**src/rtl/hdecim2_sink_if.sv**
```systemverilog
// Pixel stream bundle for hdecim2_sink: undecimated input samples in, tagged decimated pixels out.
// The sink module takes the slave view; the driver/consumer side takes the master view.
interface hdecim2_sink_if;
    logic [15:0] hin;
    logic        hin_valid;
    logic [15:0] hout;
    logic        hout_valid;
    logic        hout_ready;
    logic        hout_sof;
    logic        hout_eol;
    logic        hout_eof;

    modport slave (
        input  hin, hin_valid, hout_ready,
        output hout, hout_valid, hout_sof, hout_eol, hout_eof
    );

    modport master (
        output hin, hin_valid, hout_ready,
        input  hout, hout_valid, hout_sof, hout_eol, hout_eof
    );
endinterface

```
**src/rtl/hdecim2_sink.sv**
```systemverilog
// Drops convolver warm-up samples, decimates the raster by 2 in both axes and queues
// tagged pixels in a small FWFT FIFO; overruns drop the sample and set a sticky flag.
module hdecim2_sink #(
    parameter logic [15:0] HIM_LEN    = 16'd520,
    parameter logic [15:0] HIM_HGT    = 16'd520,
    parameter logic [15:0] LAT        = 16'd523,
    parameter int          FIFO_DEPTH = 8
) (
    input  logic          clk,
    input  logic          hres_n,
    input  logic          hclrbuffer,
    hdecim2_sink_if.slave bus,
    output logic          hovf
);
    localparam int PW = (FIFO_DEPTH > 1) ? $clog2(FIFO_DEPTH) : 1;
    localparam int CW = PW + 1;
    localparam logic [15:0] LAST_COL      = HIM_LEN - 16'd1;
    localparam logic [15:0] LAST_ROW      = HIM_HGT - 16'd1;
    localparam logic [15:0] LAST_EVEN_COL = LAST_COL & 16'hFFFE;
    localparam logic [15:0] LAST_EVEN_ROW = LAST_ROW & 16'hFFFE;

    typedef enum logic [1:0] {WARM, ACTIVE, DONE} state_e;

    typedef struct packed {
        logic        sof;
        logic        eol;
        logic        eof;
        logic [15:0] data;
    } entry_t;

    state_e          state_q, state_d;
    logic [15:0]     warm_q, warm_d;
    logic [15:0]     col_q, col_d;
    logic [15:0]     row_q, row_d;
    logic [CW-1:0]   count_q, count_d;
    logic [PW-1:0]   wr_ptr_q, wr_ptr_d;
    logic [PW-1:0]   rd_ptr_q, rd_ptr_d;
    logic            hovf_q, hovf_d;
    entry_t          mem_q [FIFO_DEPTH];

    logic   keep;
    logic   pop;
    logic   full;
    logic   wr_en;
    entry_t wr_entry;
    entry_t head;

    // Raster walk: warm-up count, then column/row position of each valid sample.
    always_comb begin
        // NOTE: every signal gets a default before any branch so no latch is inferred.
        state_d       = state_q;
        warm_d        = warm_q;
        col_d         = col_q;
        row_d         = row_q;
        keep          = 1'b0;
        wr_entry      = '0;
        wr_entry.data = bus.hin;

        if (hclrbuffer) begin
            state_d = WARM;
            warm_d  = '0;
            col_d   = '0;
            row_d   = '0;
        end else if (bus.hin_valid) begin
            case (state_q)
                WARM: begin
                    if (warm_q == LAT - 16'd1) begin
                        state_d = ACTIVE;
                        warm_d  = '0;
                        col_d   = '0;
                        row_d   = '0;
                    end else begin
                        warm_d = warm_q + 16'd1;
                    end
                end
                ACTIVE: begin
                    keep         = !col_q[0] && !row_q[0];
                    wr_entry.sof = (col_q == 16'd0) && (row_q == 16'd0);
                    wr_entry.eol = (col_q == LAST_EVEN_COL);
                    wr_entry.eof = (col_q == LAST_EVEN_COL) && (row_q == LAST_EVEN_ROW);
                    if (col_q == LAST_COL) begin
                        col_d = '0;
                        if (row_q == LAST_ROW) state_d = DONE;
                        else                   row_d   = row_q + 16'd1;
                    end else begin
                        col_d = col_q + 16'd1;
                    end
                end
                default: ;
            endcase
        end
    end

    // FIFO bookkeeping; a pop frees a slot for a push in the same cycle.
    always_comb begin
        pop      = bus.hout_valid && bus.hout_ready;
        full     = (count_q == CW'(FIFO_DEPTH));
        wr_en    = 1'b0;
        count_d  = count_q;
        wr_ptr_d = wr_ptr_q;
        rd_ptr_d = rd_ptr_q;
        hovf_d   = hovf_q;

        if (hclrbuffer) begin
            count_d  = '0;
            wr_ptr_d = '0;
            rd_ptr_d = '0;
            hovf_d   = 1'b0;
        end else begin
            wr_en = keep && (!full || pop);
            if (pop)   rd_ptr_d = rd_ptr_q + PW'(1);
            if (wr_en) wr_ptr_d = wr_ptr_q + PW'(1);
            count_d = count_q + CW'(wr_en) - CW'(pop);
            if (keep && !wr_en) hovf_d = 1'b1;
        end
    end

    always_ff @(posedge clk or negedge hres_n) begin
        if (!hres_n) begin
            state_q  <= WARM;
            warm_q   <= '0;
            col_q    <= '0;
            row_q    <= '0;
            count_q  <= '0;
            wr_ptr_q <= '0;
            rd_ptr_q <= '0;
            hovf_q   <= 1'b0;
        end else begin
            // NOTE: non-blocking assignments so every flop samples pre-edge values.
            state_q  <= state_d;
            warm_q   <= warm_d;
            col_q    <= col_d;
            row_q    <= row_d;
            count_q  <= count_d;
            wr_ptr_q <= wr_ptr_d;
            rd_ptr_q <= rd_ptr_d;
            hovf_q   <= hovf_d;
        end
    end

    // NOTE: storage is not reset; count_q gates every read, so stale entries are never seen.
    always_ff @(posedge clk) begin
        if (wr_en) mem_q[wr_ptr_q] <= wr_entry;
    end

    assign head           = mem_q[rd_ptr_q];
    assign bus.hout_valid = (count_q != '0);
    assign bus.hout       = bus.hout_valid ? head.data : 16'd0;
    assign bus.hout_sof   = bus.hout_valid && head.sof;
    assign bus.hout_eol   = bus.hout_valid && head.eol;
    assign bus.hout_eof   = bus.hout_valid && head.eof;
    assign hovf           = hovf_q;
endmodule

```
**src/flat_wrapper.sv**
```systemverilog
// flat-port wrapper written by rule: the top's interface ports become plain ports
module hdecim2_sink_flat 
#(
    parameter logic [15:0] HIM_LEN    = 16'd520,
    parameter logic [15:0] HIM_HGT    = 16'd520,
    parameter logic [15:0] LAT        = 16'd523,
    parameter int          FIFO_DEPTH = 8
)
  (clk, hres_n, hclrbuffer, hovf, bus_hin, bus_hin_valid, bus_hout_ready, bus_hout, bus_hout_valid, bus_hout_sof, bus_hout_eol, bus_hout_eof);
  hdecim2_sink_if bus_i ();
  input  logic clk;
  input  logic hres_n;
  input  logic hclrbuffer;
  output logic hovf;
  input wire logic [$bits(bus_i.hin)-1:0] bus_hin;
  input wire logic [$bits(bus_i.hin_valid)-1:0] bus_hin_valid;
  input wire logic [$bits(bus_i.hout_ready)-1:0] bus_hout_ready;
  output wire logic [$bits(bus_i.hout)-1:0] bus_hout;
  output wire logic [$bits(bus_i.hout_valid)-1:0] bus_hout_valid;
  output wire logic [$bits(bus_i.hout_sof)-1:0] bus_hout_sof;
  output wire logic [$bits(bus_i.hout_eol)-1:0] bus_hout_eol;
  output wire logic [$bits(bus_i.hout_eof)-1:0] bus_hout_eof;
  assign bus_i.hin = bus_hin;
  assign bus_i.hin_valid = bus_hin_valid;
  assign bus_i.hout_ready = bus_hout_ready;
  assign bus_hout = bus_i.hout;
  assign bus_hout_valid = bus_i.hout_valid;
  assign bus_hout_sof = bus_i.hout_sof;
  assign bus_hout_eol = bus_i.hout_eol;
  assign bus_hout_eof = bus_i.hout_eof;
  hdecim2_sink #(.HIM_LEN(HIM_LEN), .HIM_HGT(HIM_HGT), .LAT(LAT), .FIFO_DEPTH(FIFO_DEPTH)) u_core (.clk(clk), .hres_n(hres_n), .hclrbuffer(hclrbuffer), .bus(bus_i), .hovf(hovf));
endmodule
```
**config.mk**
```make
export PLATFORM = sky130hd
export DESIGN_NAME = hdecim2_sink_flat
export DESIGN_NICKNAME = d
export VERILOG_FILES = /design/src/rtl/hdecim2_sink_if.sv /design/src/rtl/hdecim2_sink.sv /design/src/flat_wrapper.sv
export SDC_FILE = /design/constraint.sdc
export NUM_CORES = 1
export LEC_CHECK = 0
export CORE_MARGIN = 5
export CORE_UTILIZATION = 47
export CTS_CLUSTER_DIAMETER = 40
export CTS_CLUSTER_SIZE = 8
export DETAILED_ROUTE_END_ITERATION = 7
export PLACE_DENSITY_LB_ADDON = 0.08
export SETUP_SLACK_MARGIN = 0.15
export SYNTH_ARGS = -nofsm -noshare
export SYNTH_HDL_FRONTEND = slang
export SYNTH_SLANG_ARGS = --single-unit
```
**constraint.sdc**
```tcl
create_clock -name clk -period 5 [get_ports clk]
set_input_delay 0.75 -clock clk [delete_from_list [all_inputs] [get_ports clk]]
set_output_delay 0.75 -clock clk [all_outputs]
set_load 0.01 [all_outputs]
```
==> impl_metrics.toml <==
[final_layout]
drive_gt1_share_pct = 16.9
area_growth_pct = 21.7
final_common_cell = "edfxtp_1"
final_cells = 1033
final_cell_mix = "edfxtp_1, dfrtp_1, nor2_1, o21ai_0, clkdlybuf4s50_1"
nets = 776
n_fill_cell = 1620
diodes = 0
final_core_util_pct = 58.6

[routing]
drcViolationCount = 0
ant_nets = 0
drt_iter0_drc = 268
avgViaCountPerCell = 5.66
wire_per_inst_um = 19.0
firstDrtPassIters = 4
vias = 5843
wl_mm = 19.6

[place]
place.gp.congestion = 0.864
place_hpwl_mm = 12.2
place_inst = 963
io_buffers = 41

[critical_path]
worst_setup_path_start_kind = "register"
arrival_ns = 2.98
end_kind = "output pin"
required_ns = 4.25
crit_fanout = 16
worstSetupPathType = "reg -> out"
rr_worst_depth = 12
reg2reg_setup_slack_ns = 1.95

[grt]
grt_pass1_wl_mm = 32.3
grt_pass1_vias = 6109
antenna_found_initial = 0
track_usage_pct = 17.2
grt_max_degree = 62
grt_overflow = 0

[timing]
report.final.slew_viol_count = 0
slew-limit-headroom_pct = 20.1
finalSetupTns_ns = 0
period_share_pct = 74.5
setup_viol = 0
period_needed_ns = 3.73
rsz0062_at_grt = "false"
worst_slew_pin_slew_ns = 1.19
clock.fmax_mhz = 268
finalHoldViolations = 0
whs_ns = 0.415
worst_clock_skew_ns = 0.0130

[logic_synthesis]
syn_nets = 706
syn-cell-area_um2 = 9460
syn-instance-count = 668
yosys_warnings = 0
synth_seq_cells = 213
synth_cell_types = 56
synth_seq_area_share_pct = 64.4
synth_ff_type = "edfxtp_1"
syn_area_per_cell_um2 = 14.2
synth_edf_count = 152
postSynth.asyncResetShare_pct = 28.6

[hold_path]
min_path_type = "in -> async"

[floorplanning]
die_h_um = 152
fp-row-count = 51
io_pins = 42
core-area_um2 = 19700
dieWidth_um = 152
initial_utilization_pct = 48.1
die_area_um2 = 23100

[status]
status = "completed"

[power]
vdd_drop_max_mv = 0.315
powerDensity_nw_per_um2 = 486
leakage_nw = 4.03

[clocking]
insertion_delay_ns = 0.51
clk_pin_slew_worst_paths_ns = 0.05
cts_buffers = 38
htree_levels = 2
cts_hold_buf = 0
ctsLongestPathBuffers = 3
cts.sinks = 213
cts_setup_buffers = 0
cts-root-buf = "clkbuf_16"
cts_tree = "yes"
ctsResizeCount = 0

[job]
drv_cap = 0
==> power by group <==
| part | leakage (nW) | total [W] | internal (W) | switching (W) |
|---|---|---|---|---|
| combinational | 1.22 | 0.00106 | 0.000536 | 0.000523 |
| clock | 0.603 | 0.00250 | 0.00168 | 0.000828 |
| sequential | 2.21 | 0.00203 | 0.00195 | 0.0000785 |
| total | 4.03 | 0.00560 | 0.00417 | 0.00143 |
==> cells by family (layout without fill, tap and decap cells) <==
group                    Yosys count  in the layout  synth area share [%]
AO/OA/AOI/OAI                    112            112                  7.38
XOR/XNOR                          11             11                  1.02
adder cells (fa/ha/maj)           17             17                  2.33
buffers and inverters             63            163                  2.71
flip-flops                       213            213                  64.4
multiplexers                      58             58                  11.2
AND/OR/NAND/NOR                  194            194                  11.0
==> critical path: stages (launching register included) <==
cell	delay, ns
dfrtp_2	0.66
buf_4	0.41
mux4_2	0.55
mux2i_1	0.25
nor2_1	0.07
clkdlybuf4s50_1	0.51
==> cell usage after synthesis, types with 9 or more instances <==
library cell,instances,share of area [%]
a21oi_1,22,1.2
a31oi_1,13,0.86
and3_1,9,0.60
clkbuf_1,21,0.83
dfrtp_1,61,16
edfxtp_1,152,48
ha_1,16,2.1
inv_1,30,1.2
mux2i_1,19,2.0
mux4_2,38,9.1
nand2_1,35,1.4
nand3_1,24,1.3
nand4_1,13,0.86
nor2_1,51,2.0
nor3_1,12,0.64
nor4_1,11,0.73
o21ai_0,46,2.4
or3_1,11,0.73
==> state kept, by name, indices dropped and copies added (netlist names) <==
register / cells
u_core.rd_ptr_q: 3
u_core.hovf: 1
u_core.mem_q: 152
u_core.wr_ptr_q: 3
u_core.col_q: 16
u_core.warm_q: 16
u_core.row_q: 16
u_core.count_q: 4
u_core.state_q: 2
==> per-stage QoR <==
| stage | instance area [µm²] | setup slack (ns) | total power, W |
|---|---|---|---|
| 6_report | 11500 | 1.27 | 0.00560 |
| 5_1_grt | 11500 | 1.07 | 0.00587 |
| 4_1_cts | 11500 | 1.14 | 0.00568 |
| 3_5_place_dp | 10300 | 1.32 | 0.00315 |
| 3_3_place_gp | 10300 | 1.43 | 0.00313 |
| 2_1_floorplan | 9460 | 0.705 | 0.00274 |
==> metal layers <==
layer	GRT usage (%)	routed length (µm)	up-vias
met5	0	0	-
met4	5.65	337	0
met3	3.32	812	27
met2	29.2	9900	105
met1	22.6	8540	2976
li1	-	-	2735
==> final cells by class <==
cell class / instances / area (µm²) / area share (%)
Clock buffer: 56 / 1060 / 9.21
Clock inverter: 14 / 195 / 1.70
Inverter: 31 / 116 / 1.01
Multi-Input combinational cell: 392 / 3150 / 27.4
Sequential cell: 213 / 6090 / 52.9
Tap cell: 265 / 332 / 2.88
Timing Repair Buffer: 62 / 563 / 4.89
==> final timing paths <==
kind	startpoint	end
setup / recovery	u_core.rd_ptr_q[0]	bus_hout_eof
hold / removal	hres_n	u_core.warm_q[4]
setup reg to reg	u_core.count_q[2]	u_core.count_q[2]
hold reg to reg	u_core.row_q[15]	u_core.row_q[15]
max in group asynchronous	hres_n	u_core.rd_ptr_q[0]
min in group clk	u_core.row_q[15]	u_core.row_q[15]
Power figures use the tool's default switching activity.
==> edit (same settings) <==
`FIFO_DEPTH` is set to 8 in 2 places; all go to 4.
--- a/src/rtl/hdecim2_sink.sv
+++ b/src/rtl/hdecim2_sink.sv
@@ -4,7 +4,7 @@
     parameter logic [15:0] HIM_LEN    = 16'd520,
     parameter logic [15:0] HIM_HGT    = 16'd520,
     parameter logic [15:0] LAT        = 16'd523,
-    parameter int          FIFO_DEPTH = 8
+    parameter int          FIFO_DEPTH = 4
 ) (
     input  logic          clk,
     input  logic          hres_n,
--- a/src/flat_wrapper.sv
+++ b/src/flat_wrapper.sv
@@ -4,7 +4,7 @@
     parameter logic [15:0] HIM_LEN    = 16'd520,
     parameter logic [15:0] HIM_HGT    = 16'd520,
     parameter logic [15:0] LAT        = 16'd523,
-    parameter int          FIFO_DEPTH = 8
+    parameter int          FIFO_DEPTH = 4
 )
   (clk, hres_n, hclrbuffer, hovf, bus_hin, bus_hin_valid, bus_hout_ready, bus_hout, bus_hout_valid, bus_hout_sof, bus_hout_eol, bus_hout_eof);
   hdecim2_sink_if bus_i ();
Function: no difference found for any inputs over 10 cycles, from zero or initial values; that may be too few to reach the edited logic, so the function may still have changed.
==> edit against the unedited design <==
Power decreased by 41%. Cell area decreased by 34%. Setup slack improved by 0.27 ns. Area after synthesis decreased by 32%. Sequential cell count decreased by 79. Largest cell class unchanged. Utilization decreased by 1.7 points. Routed wire length decreased by 32%. Critical endpoint is now bus_hout[4]. First-iteration DRC count increased by 25%. Non-clock buffer count decreased by 13. Via count decreased by 25%. Highest routed layer unchanged.
==> edit: results (changes against the unedited design) <==
Drt
  – Drt wl/cell: 17.6 um (-7.0%)
  – DR iter-0 viols: 335 (+25%)
  – Final wirelength: 13,300 um (-32%)
  – Pre-antenna DRT Iters: 5 (+1)

Global route
  – First-pass GRT wire length: 22,000 um (-32%)
  – Largest net degree at the start of global routing: 59 (-4.8%)
  – Tot GR Track Use: 17.3% (+0.065 points)

Layout
  – Largest register FFs: 76 (-50%)
  – Fillers: 1,091 (-33%)
  – Final #Nets: 602 (-22%)
  – Layout cells sized above 1: 12.1% (-4.8 points)

Outcome
  – Status: completed

Power
  – Static Leak: 2.73 nW (-32%)
  – VDD IR-drop max: 0.221 mV (-30%)
  – Switching Fraction: 28.1% (+2.6 points)

Synth
  – Top post-synthesis cells by area: edfxtp_1 36%, dfrtp_1 23%, mux4_2 6.7%
  – Synth async-reset ratio: 43.3% (+15 points)
  – Seq/Total Area, Yosys: 58.2% (-6.2 points)
  – Synthesized area per cell: 12.1 um^2 (-14%)
  – Post-synth top cells: 76 x edfxtp_1, 58 x dfrtp_1, 47 x o21ai_0, 34 x nand2_1, 28 x and2_1
  – EDFF count, synth: 76 (-50%)

Setup path
  – Reg2reg setup slack: 1.76 ns (-0.19 ns)
  – CP Data Arrival Time: 2.70 ns (-0.28 ns)
  – Slowest CP cell: dfrtp_1

CTS
  – Worst-Skew Late Latency: 0.41 ns (-0.10 ns)
  – Post_cts resized: 0 (unchanged)
  – TritonCTS Buffers: 17 (-55%)

Place
  – Post-DP HPWL: 8680 um (-29%)
  – Placed insts: 723 (-25%)

Timing
  – Slew headroom: 35.5% (+15 points)
  – Clock Skews: 0.00901 ns (-0.00402 ns)
[edit: changes by cell type in the layout (fill, tap and decap cells not counted), sizes merged, moves of 14 or more]
cell	unedited run	this run
mux2i	19	1
clkbuf	56	19
nor2	51	26
edfxtp	152	76
o31ai	5	20
mux4	38	19
a21oi	23	9
and2	5	28
[edit: power by group through the flow]
stage	Clock [mW]	Sequential [mW]	Combinational, mW
2_1_floorplan	0	1.28	0.519
3_3_place_gp	0	1.32	0.798
3_5_place_dp	0	1.33	0.808
4_1_cts	1.25	1.30	0.813
5_1_grt	1.30	1.31	0.872
6_report	1.23	1.30	0.795
[edit: cell type report]
cell class / count / area (um^2) / area share (%)
flip-flops and latches: 134 / 3730 / 49.4
multi-input cells: 346 / 2490 / 32.9
repair buffers: 49 / 465 / 6.15
clock buffers: 19 / 443 / 5.86
well taps: 176 / 220 / 2.91
clock inverters: 13 / 148 / 1.95
inverters: 18 / 67.6 / 0.893
[edit: layer usage]
| metal | global-route usage [%] | vias up | wire length [um] |
|---|---|---|---|
| met5 | 0 | - | 0 |
| met4 | 5.87 | 0 | 195 |
| met3 | 4.83 | 19 | 654 |
| met2 | 28.2 | 124 | 6570 |
| met1 | 22.4 | 2170 | 5890 |
| li1 | - | 2094 | - |
[edit: through the flow]
stage / hold slack [ns] / setup slack, ns / utilization, % / instance area (um^2)
2_1_floorplan: 0.444 / 2.09 / - / 6420
3_3_place_gp: 0.488 / 1.25 / 52.5 / 6970
3_5_place_dp: 0.483 / 1.19 / 52.5 / 6970
4_1_cts: 0.493 / 1.44 / 56.9 / 7560
5_1_grt: 0.510 / 1.33 / 56.9 / 7560
6_report: 0.487 / 1.55 / 56.9 / 7560
[edit: final timing paths]
path / from / end / cells after the start
min: hres_n / u_core.warm_q[13] / 2
min in group clk: u_core.row_q[15] / u_core.row_q[15] / 1
min reg2reg: u_core.row_q[15] / u_core.row_q[15] / 1
max in group asynchronous: hres_n / u_core.col_q[5] / 2
max reg2reg: u_core.col_q[5] / u_core.row_q[14] / 5
max: u_core.rd_ptr_q[0] / bus_hout[4] / 4
[edit: kinds of logic after synthesis]
group | synth area share (%)
simple gates | 17.0
flops | 58.2
compound gates | 10.9
buf+inv | 3.08
mux | 6.82
fa+ha+maj | 3.04
xor+xnor | 0.955
[edit: worst reg2reg max path, cell delays in order (launching register included)]
cell,delay [ns]
dfrtp_1,0.43
or4_1,0.62
nor4_4,0.75
o221ai_2,0.54
or2_1,0.48
o41ai_2,0.32
